$ cat src/rtl/csa_mp_add_seq_if.sv
// Handshake bundle for the multi-precision add sequencer: operand side and result side.
// Latency: none (wires only).
// Backpressure: in_ready/out_ready carry the valid-ready flow control in each direction.
// Ports: in_valid/in_ready/op_a/op_b/c_in (operand channel), out_valid/out_ready/result/c_out
// (result channel), busy (status). With CSA_SEQ_SUB_EN defined, adds `sub` to the operand channel.
interface csa_mp_add_seq_if #(
    parameter int WORDS = 4
);
    logic                   in_valid;
    logic                   in_ready;
    logic [16*WORDS-1:0]    op_a;
    logic [16*WORDS-1:0]    op_b;
    logic                   c_in;
`ifdef CSA_SEQ_SUB_EN
    logic                   sub;
`endif
    logic                   out_valid;
    logic                   out_ready;
    logic [16*WORDS-1:0]    result;
    logic                   c_out;
    logic                   busy;

    // Producer/consumer side (drives operands, accepts results).
    modport master (
`ifdef CSA_SEQ_SUB_EN
        output sub,
`endif
        output in_valid, op_a, op_b, c_in, out_ready,
        input  in_ready, out_valid, result, c_out, busy
    );

    // Sequencer side.
    modport slave (
`ifdef CSA_SEQ_SUB_EN
        input  sub,
`endif
        input  in_valid, op_a, op_b, c_in, out_ready,
        output in_ready, out_valid, result, c_out, busy
    );
endinterface

$ cat src/rtl/csa_mp_add_seq.sv
// Multi-precision adder: one 16-bit carry-select adder walked LS word first, carry chained across words.
// Latency: out_valid rises WORDS cycles after the accept edge; result held until out handshake.
// Backpressure: in_ready only in IDLE; result held indefinitely while out_ready=0, no same-cycle re-accept.
// Ports: clk, rst_n (synchronous, active-low), bus (csa_mp_add_seq_if.slave: operand and result channels, busy).
// Optional macro CSA_SEQ_SUB_EN: adds bus.sub; sub=1 stores ~op_b and forces the initial carry to 1,
// giving op_a - op_b with c_out=1 meaning no borrow.
module csa_mp_add_seq #(
    parameter int WORDS = 4
) (
    input  logic                clk,
    input  logic                rst_n,
    csa_mp_add_seq_if.slave     bus
);
    localparam int W  = 16 * WORDS;
    localparam int IW = $clog2(WORDS);

    typedef enum logic [1:0] {
        IDLE = 2'd0,
        RUN  = 2'd1,
        DONE = 2'd2
    } state_t;

    state_t         state;
    state_t         state_nxt;
    logic [W-1:0]   a_reg;
    logic [W-1:0]   b_reg;
    logic [W-1:0]   result_q;
    logic           carry;
    logic           c_out_q;
    logic [IW-1:0]  idx;
    logic           last_word;

    // Single CSA: low byte ripples, high byte is precomputed for both carry-ins and selected.
    logic [15:0]    csa_a;
    logic [15:0]    csa_b;
    logic [15:0]    csa_sum;
    logic           csa_co;
    logic [8:0]     lo;
    logic [8:0]     hi0;
    logic [8:0]     hi1;

    assign bus.in_ready  = (state == IDLE);
    assign bus.out_valid = (state == DONE);
    assign bus.busy      = (state != IDLE);
    assign bus.result    = result_q;
    assign bus.c_out     = c_out_q;

    assign last_word = (idx == IW'(WORDS - 1));

    always_comb begin
        csa_a   = a_reg[{idx, 4'h0} +: 16];
        csa_b   = b_reg[{idx, 4'h0} +: 16];
        lo      = {1'b0, csa_a[7:0]}  + {1'b0, csa_b[7:0]}  + {8'h00, carry};
        hi0     = {1'b0, csa_a[15:8]} + {1'b0, csa_b[15:8]};
        hi1     = {1'b0, csa_a[15:8]} + {1'b0, csa_b[15:8]} + 9'd1;
        csa_sum = lo[8] ? {hi1[7:0], lo[7:0]} : {hi0[7:0], lo[7:0]};
        csa_co  = lo[8] ? hi1[8] : hi0[8];
    end

    always_comb begin
        state_nxt = state;
        case (state)
            IDLE:    if (bus.in_valid)  state_nxt = RUN;
            RUN:     if (last_word)     state_nxt = DONE;
            DONE:    if (bus.out_ready) state_nxt = IDLE;
            default:                    state_nxt = IDLE;
        endcase
    end

    always_ff @(posedge clk) begin
        if (!rst_n) begin
            state <= IDLE;
        end else begin
            state <= state_nxt;
        end
    end

    always_ff @(posedge clk) begin
        if (!rst_n) begin
            a_reg    <= '0;
            b_reg    <= '0;
            result_q <= '0;
            carry    <= 1'b0;
            c_out_q  <= 1'b0;
            idx      <= '0;
        end else begin
            case (state)
                IDLE: begin
                    if (bus.in_valid) begin
                        a_reg <= bus.op_a;
                        idx   <= '0;
`ifdef CSA_SEQ_SUB_EN
                        // Two's-complement subtract: invert B and inject the +1 as the initial carry.
                        b_reg <= bus.sub ? ~bus.op_b : bus.op_b;
                        carry <= bus.sub ? 1'b1 : bus.c_in;
`else
                        b_reg <= bus.op_b;
                        carry <= bus.c_in;
`endif
                    end
                end
                RUN: begin
                    result_q[{idx, 4'h0} +: 16] <= csa_sum;
                    carry <= csa_co;
                    idx   <= idx + IW'(1);
                    if (last_word) begin
                        c_out_q <= csa_co;
                    end
                end
                default: begin
                end
            endcase
        end
    end
endmodule

$ cat src/flat_wrapper.sv
// flat-port wrapper written by rule: the top's interface ports become plain ports
module csa_mp_add_seq_flat 
#(
    parameter int WORDS = 4
)
  (clk, rst_n, bus_in_valid, bus_op_a, bus_op_b, bus_c_in, bus_out_ready, bus_in_ready, bus_out_valid, bus_result, bus_c_out, bus_busy);
  csa_mp_add_seq_if #(.WORDS(WORDS)) bus_i ();
  input  logic clk;
  input  logic rst_n;
  input wire logic [$bits(bus_i.in_valid)-1:0] bus_in_valid;
  input wire logic [$bits(bus_i.op_a)-1:0] bus_op_a;
  input wire logic [$bits(bus_i.op_b)-1:0] bus_op_b;
  input wire logic [$bits(bus_i.c_in)-1:0] bus_c_in;
  input wire logic [$bits(bus_i.out_ready)-1:0] bus_out_ready;
  output wire logic [$bits(bus_i.in_ready)-1:0] bus_in_ready;
  output wire logic [$bits(bus_i.out_valid)-1:0] bus_out_valid;
  output wire logic [$bits(bus_i.result)-1:0] bus_result;
  output wire logic [$bits(bus_i.c_out)-1:0] bus_c_out;
  output wire logic [$bits(bus_i.busy)-1:0] bus_busy;
  assign bus_i.in_valid = bus_in_valid;
  assign bus_i.op_a = bus_op_a;
  assign bus_i.op_b = bus_op_b;
  assign bus_i.c_in = bus_c_in;
  assign bus_i.out_ready = bus_out_ready;
  assign bus_in_ready = bus_i.in_ready;
  assign bus_out_valid = bus_i.out_valid;
  assign bus_result = bus_i.result;
  assign bus_c_out = bus_i.c_out;
  assign bus_busy = bus_i.busy;
  csa_mp_add_seq #(.WORDS(WORDS)) u_core (.clk(clk), .rst_n(rst_n), .bus(bus_i));
endmodule
$ cat config.mk
export PLATFORM = sky130hd
export DESIGN_NAME = csa_mp_add_seq_flat
export DESIGN_NICKNAME = d
export VERILOG_FILES = /design/src/rtl/csa_mp_add_seq_if.sv /design/src/rtl/csa_mp_add_seq.sv /design/src/flat_wrapper.sv
export SDC_FILE = /design/constraint.sdc
export NUM_CORES = 1
export LEC_CHECK = 0
export BUFFER_PORTS_ARGS = -buffer_cell sky130_fd_sc_hd__buf_4
export CAP_MARGIN = 20
export CORE_MARGIN = 5
export CORE_UTILIZATION = 55
export DETAILED_ROUTE_END_ITERATION = 7
export PLACE_DENSITY_LB_ADDON = 0.3
export SLEW_MARGIN = 25
export SYNTH_ARGS = -nofsm -noshare
export SYNTH_HDL_FRONTEND = slang
export SYNTH_SLANG_ARGS = --single-unit
$ cat constraint.sdc
create_clock -name clk -period 4.43 [get_ports clk]
set_clock_uncertainty 0.15 [all_clocks]
set_input_delay 0.2215 -clock clk [delete_from_list [all_inputs] [get_ports clk]]
set_output_delay 0.2215 -clock clk [all_outputs]
set_load 0.05 [all_outputs]
==> impl_metrics.toml, run 1 <==
[status]
outcome = "complete, no violations"

[min_path]
holdPathStages = 2
min_to = "u_core.state[0]"
hold_path_class = "in2reg"
hp-start = "rst_n"

[yosys]
ys_seq_area_frac = 0.431
synth_area_um2 = 9190
yosysUniqueCellTypes = 55
synth_edf_count = 0
synth_area_per_cell_um2 = 9.05
ys_warn_count = 0
synth_seq_cells = 198
synthesis.instances = 1016
synth_ff_type = "dfxtp_1"
async_flop_share = 0
synth_nets = 1174

[floorplanning]
die_x_um = 139
ioPinCount = 201
start_util = 0.558
fp.dieH_um = 139
die_area_um2 = 19400
rows = 47
core_area_um2 = 16500

[routing]
ant_nets = 0
drt-total-wl_um = 29000
vias_per_cell = 5.67
firstDrtPassIters = 5
vias = 8742
drt_iter0_markers = 776
wl_per_cell_um = 18.8
drcViolationCount = 0

[sta]
tightest_slew_ns = 1.00
fin_crit_ns = 3.78
finalHoldViolCount = 0
timing.max_slew.rel_slack = 0.331
slew_viol_final = 0
setup_viol = 0
rsz0062_at_grt = "no"
timing.fmax_mhz = 264
period_share = 0.854
setup_tns_ns = 0

[grt]
met3_usage = 0.0638
grt_max_degree = 106
use_met2 = 0.504
busiest_layer = "met2"
grt_use_total = 0.294
grt_pass1_wl_um = 45500
antenna_found_initial = 1
grt_pass1_vias = 8585
grt-ovfl-total = 0
met1_usage = 0.357

[worst_setup_path]
crit_required_ns = 4.62
rr_endpoint = "u_core.bus.result[55]"
regToRegStartpoint = "u_core.idx[0]"
worst-setup-path-type = "reg2reg"
worstSetupEndpointType = "flip-flop"
r2r_cells = 9
arrival_ns = 3.97
reg2reg_setup_slack_ns = 0.65
start_kind = "flip-flop"
path_max_fanout = 16

[final_layout]
drive_gt1_frac = 0.225
final_nets = 1467
final_cell_area_um2 = 12700
syn2layout_area_growth_pct = 38.4
fill_cells = 1085

[clock_tree]
cts_setup_buffers = 0
clk_latency_ns = 0.45
clockBufferDepth = 2
clk_pin_slew_ns = 0.08
cts_buffers = 17
cts_max_level = 4
cts_tree = "yes"
clock-sinks = 198
root_buffer = "clkbuf_16"

[place]
gp_congestion = 0.896
place_area_um2 = 10800
port_buffers = 200
post-dp-hpwl_um = 17900

[job]
maxCapViolCount = 0

[power]
p_per_area_nw_per_um2 = 341
leakage_nw = 5.08
ir_worst_vdd_mv = 0.350
## logic make-up after synthesis
group           Yosys count  synth area share
fa+ha+maj                25            0.0365
mux                      35            0.0822
compound gates          235             0.188
flops                   198             0.431
xor+xnor                 14            0.0150
buf+inv                  75            0.0331
simple gates            434             0.214
## stage by stage
step | total power, mW | std cells | setup slack [ns] | utilization | hold WS (ns)
after floorplan | 2.35 | 1016 | 0.647 | - | 0.216
final | 4.34 | 1543 | 0.646 | 0.772 | 0.0586
after detailed placement | 2.59 | 1381 | 0.665 | 0.656 | 0.305
after global placement | 2.57 | 1381 | 0.739 | 0.656 | 0.301
after CTS | 4.32 | 1542 | 0.642 | 0.772 | 0.0453
after global routing | 4.49 | 1543 | 0.328 | 0.772 | 0.0680
## Yosys cell counts (all sizes together) (8+ instances only)
library cell	n	area, um2
nand4	8	65.1
a21boi	137	1030
dfxtp	198	3960
nor2	16	62.6
mux4	32	721
and2	18	113
ha	22	275
a22oi	27	203
nor3	10	60.1
xnor2	8	70.1
inv	8	30.0
clkbuf	48	180
buf	19	93.8
nand2	300	1130
o21ai	34	174
nand3	27	135
nor2b	30	188
## per-layer routing
metal / wire (um) / part of all wire / up-vias
met5: 0 / 0 / -
met4: 1080 / 0.037 / 0
met3: 1900 / 0.065 / 81
met2: 14600 / 0.50 / 364
met1: 11400 / 0.39 / 4213
li1: - / - / 4084
## worst max-delay path, cell delays in order, from the launching register on
cell and delay, ns:
dfxtp_2 0.68, buf_4 0.36, mux4_2 0.55, fa_1 0.40
a21o_1 0.19, a21oi_1 0.24, o21ai_0 0.16, o41ai_2 0.62
nand4_1 0.18, o311ai_0 0.13
## placed cells by master (no fill, tap or decap), types with 17 or more instances in the layout
master / synthesis / routed
nand2_1: 300 / 299
buf_4: 0 / 212
dfxtp_1: 198 / 196
a21boi_0: 137 / 137
dlygate4sd3_1: 0 / 129
mux4_2: 32 / 32
nor2b_1: 30 / 30
o21ai_0: 28 / 28
a22oi_1: 27 / 27
nand3_1: 27 / 27
ha_1: 22 / 22
and2_1: 18 / 17
clkbuf_16: 0 / 17
## timing repair
action | in CTS | in global routing
hold buffers | 129 | 0
setup endpoints to repair | 0 | 0
gates resized for setup | 0 | 0
endpoints found under the hold margin | 129 | 0
## how the worst max path moves through the flow
stage	startpoint	end	slack, ns	depth (start not counted)
floorplan	u_core.idx[0]	u_core.bus.c_out	0.65	11
global placement	u_core.idx[0]	u_core.bus.c_out	0.74	11
detailed placement	u_core.idx[0]	u_core.bus.c_out	0.66	11
CTS	u_core.idx[0]	u_core.bus.c_out	0.64	11
global route	u_core.idx[0]	u_core.bus.c_out	0.33	11
finish	u_core.idx[0]	u_core.bus.result[55]	0.65	9
## power by group
group	total, mW	internal (mW)	switching (mW)
clock	1.68	0.976	0.699
combinational	0.745	0.345	0.400
sequential	1.92	1.86	0.0602
total	4.34	3.18	1.16
## cell type report
class	count	area [um2]	area share
clock inverter	12	174	0.0137
timing repair buffer	341	2880	0.227
multi-input combinational	743	4930	0.388
inverter	8	30.0	0.00236
antenna	1	2.50	0.000197
clock buffer	20	457	0.0359
tap	220	275	0.0216
sequential	198	3970	0.312
(Power assumes the default switching activity.)
==> inputs of run 2 (changes only) <==
--- a/config.mk
+++ b/config.mk
@@ -10,6 +10,7 @@
 export CORE_MARGIN = 5
 export CORE_UTILIZATION = 55
 export DETAILED_ROUTE_END_ITERATION = 7
+export HOLD_SLACK_MARGIN = 0.08
 export PLACE_DENSITY_LB_ADDON = 0.3
 export SLEW_MARGIN = 25
 export SYNTH_ARGS = -nofsm -noshare
==> constraint.sdc (replaced) <==
create_clock -name clk -period 4.43 [get_ports clk]
set_clock_uncertainty 0.15 [all_clocks]
set_input_delay 0.2215 -clock clk [delete_from_list [all_inputs] [get_ports clk]]
set_output_delay 0.2215 -clock clk [all_outputs]
set_load 0.01 [all_outputs]
==> run 2 against run 1 <==
  * Via count is 0.38% higher
  * First-iteration DRC count fell by 10%
  * Design area grew 0.16%
  * Sequential power about the same
  * Wire length grew 0.18%
  * Non-clock buffer count grew 2
  * Flip-flop and latch count unchanged
  * Global-route usage did not move
  * Setup slack worse by 0.025 ns
  * Critical endpoint is now u_core.bus.c_out
  * Highest routed layer unchanged
==> impl_metrics.toml, run 2 (same netlist as run 1, synthesis figures left out) <==
[sta]
finalHoldViolCount = 0
fin_crit_ns = 3.81
slew_viol_final = 0
setup_tns_ns = 0
setup_viol = 0
tightest_slew_ns = 1.00
setup_ws_ns = 0.622
timing.max_slew.rel_slack = 0.334
period_share = 0.860
worst_hold_slack_ns = 0.314
timing.fmax_mhz = 263
rsz0062_at_grt = "no"

[final_layout]
drive_gt1_frac = 0.225
final_common_cell = "nand2_1"
final_cell_area_um2 = 12700
syn2layout_area_growth_pct = 38.6
final_cell_mix = "nand2_1 (299), buf_4 (212), dfxtp_1 (196)"
finalNonFillerCells = 1545
final_nets = 1469
fill_cells = 1081
post-route-util = 0.774

[routing]
vias_per_cell = 5.68
ant_nets = 0
drt-total-wl_um = 29100
drt_iter0_markers = 697
wl_per_cell_um = 18.8
drcViolationCount = 0
vias = 8775
firstDrtPassIters = 5

[power]
leakage_nw = 5.08
power_mw = 4.31
ir_worst_vdd_mv = 0.352
p_per_area_nw_per_um2 = 339

[place]
gp_congestion = 0.896
port_buffers = 200
dp_slack_ns = 0.665
dp.cells = 1381
post-dp-hpwl_um = 17900
place_area_um2 = 10800

[clock_tree]
cts-hold-fix-buffers = 131
root_buffer = "clkbuf_16"
ctsResizeCount = 0
clk_pin_slew_ns = 0.07
cts_tree = "yes"
clockBufferDepth = 2
clk_latency_ns = 0.45
clock-sinks = 198
cts_setup_buffers = 0
cts_buffers = 17
cts_max_level = 4

[floorplanning]
core_area_um2 = 16500
die_area_um2 = 19400
ioPinCount = 201
rows = 47
die_x_um = 139
fp.dieH_um = 139
start_util = 0.558

[grt]
grt-ovfl-total = 0
grt_pass1_vias = 8585
grt_max_degree = 106
grt_pass1_wl_um = 45500
antenna_found_initial = 1
grt_use_total = 0.294

[status]
outcome = "complete, no violations"

[min_path]
hold_path_class = "reg2reg"

[worst_setup_path]
worstSetupEndpointType = "flip-flop"
arrival_ns = 3.99
path_cells = "buf_4, mux4_2, fa_1, inv_1, fa_1, nand2b_1, a21o_1, a21oi_1, nand4_1, or2_1, a211o_1"
max_stage_delay_ns = 0.69
cpMaxStageDelayCell = "dfxtp_2"
path_max_fanout = 16
start_kind = "flip-flop"
crit_required_ns = 4.61
crit_family = "compound AO/OA/AOI/OAI gates"
crit_buf_inv = 2
path_common_cell = "fa_1"
worst-setup-path-type = "reg2reg"

[job]
maxCapViolCount = 0
[run 2: tightest hold or removal path: cells and delay by family, from the launching register on]
family             cells  cell delay (ns)
and+or+nand+nor        1             0.04
DFF                    1             0.31
AOI/OAI and AO/OA      1             0.06
[run 2: worst paths after layout]
check	from	to	slack [ns]	depth (start not counted)
worst max-delay path	u_core.idx[0]	u_core.bus.c_out	0.62	11
worst min-delay path	u_core.a_reg[0]	u_core.a_reg[0]	0.31	2
worst max register to register	u_core.idx[0]	u_core.bus.c_out	0.62	11
worst min register to register	u_core.a_reg[0]	u_core.a_reg[0]	0.31	2
[run 2: final cells by class]
cell class / instances / area [um2] / area share
multi-input combinational: 743 / 4930 / 0.387
sequential: 198 / 3970 / 0.311
timing repair buffer: 343 / 2900 / 0.228
clock buffer: 20 / 457 / 0.0358
tap: 220 / 275 / 0.0216
clock inverter: 12 / 174 / 0.0137
inverter: 8 / 30.0 / 0.00236
antenna: 1 / 2.50 / 0.000196
[run 2: power by group]
part	switching [mW]	internal [mW]
registers	0.0608	1.86
logic	0.376	0.346
clock network	0.694	0.976
total	1.13	3.18
[run 2: per-layer routing]
| layer | GRT usage | vias to the layer above | part of all wire |
|---|---|---|---|
| met5 | 0 | - | 0 |
| met4 | 0.128 | 0 | 0.035 |
| met3 | 0.0624 | 77 | 0.063 |
| met2 | 0.505 | 376 | 0.50 |
| met1 | 0.357 | 4235 | 0.40 |
| li1 | - | 4087 | - |
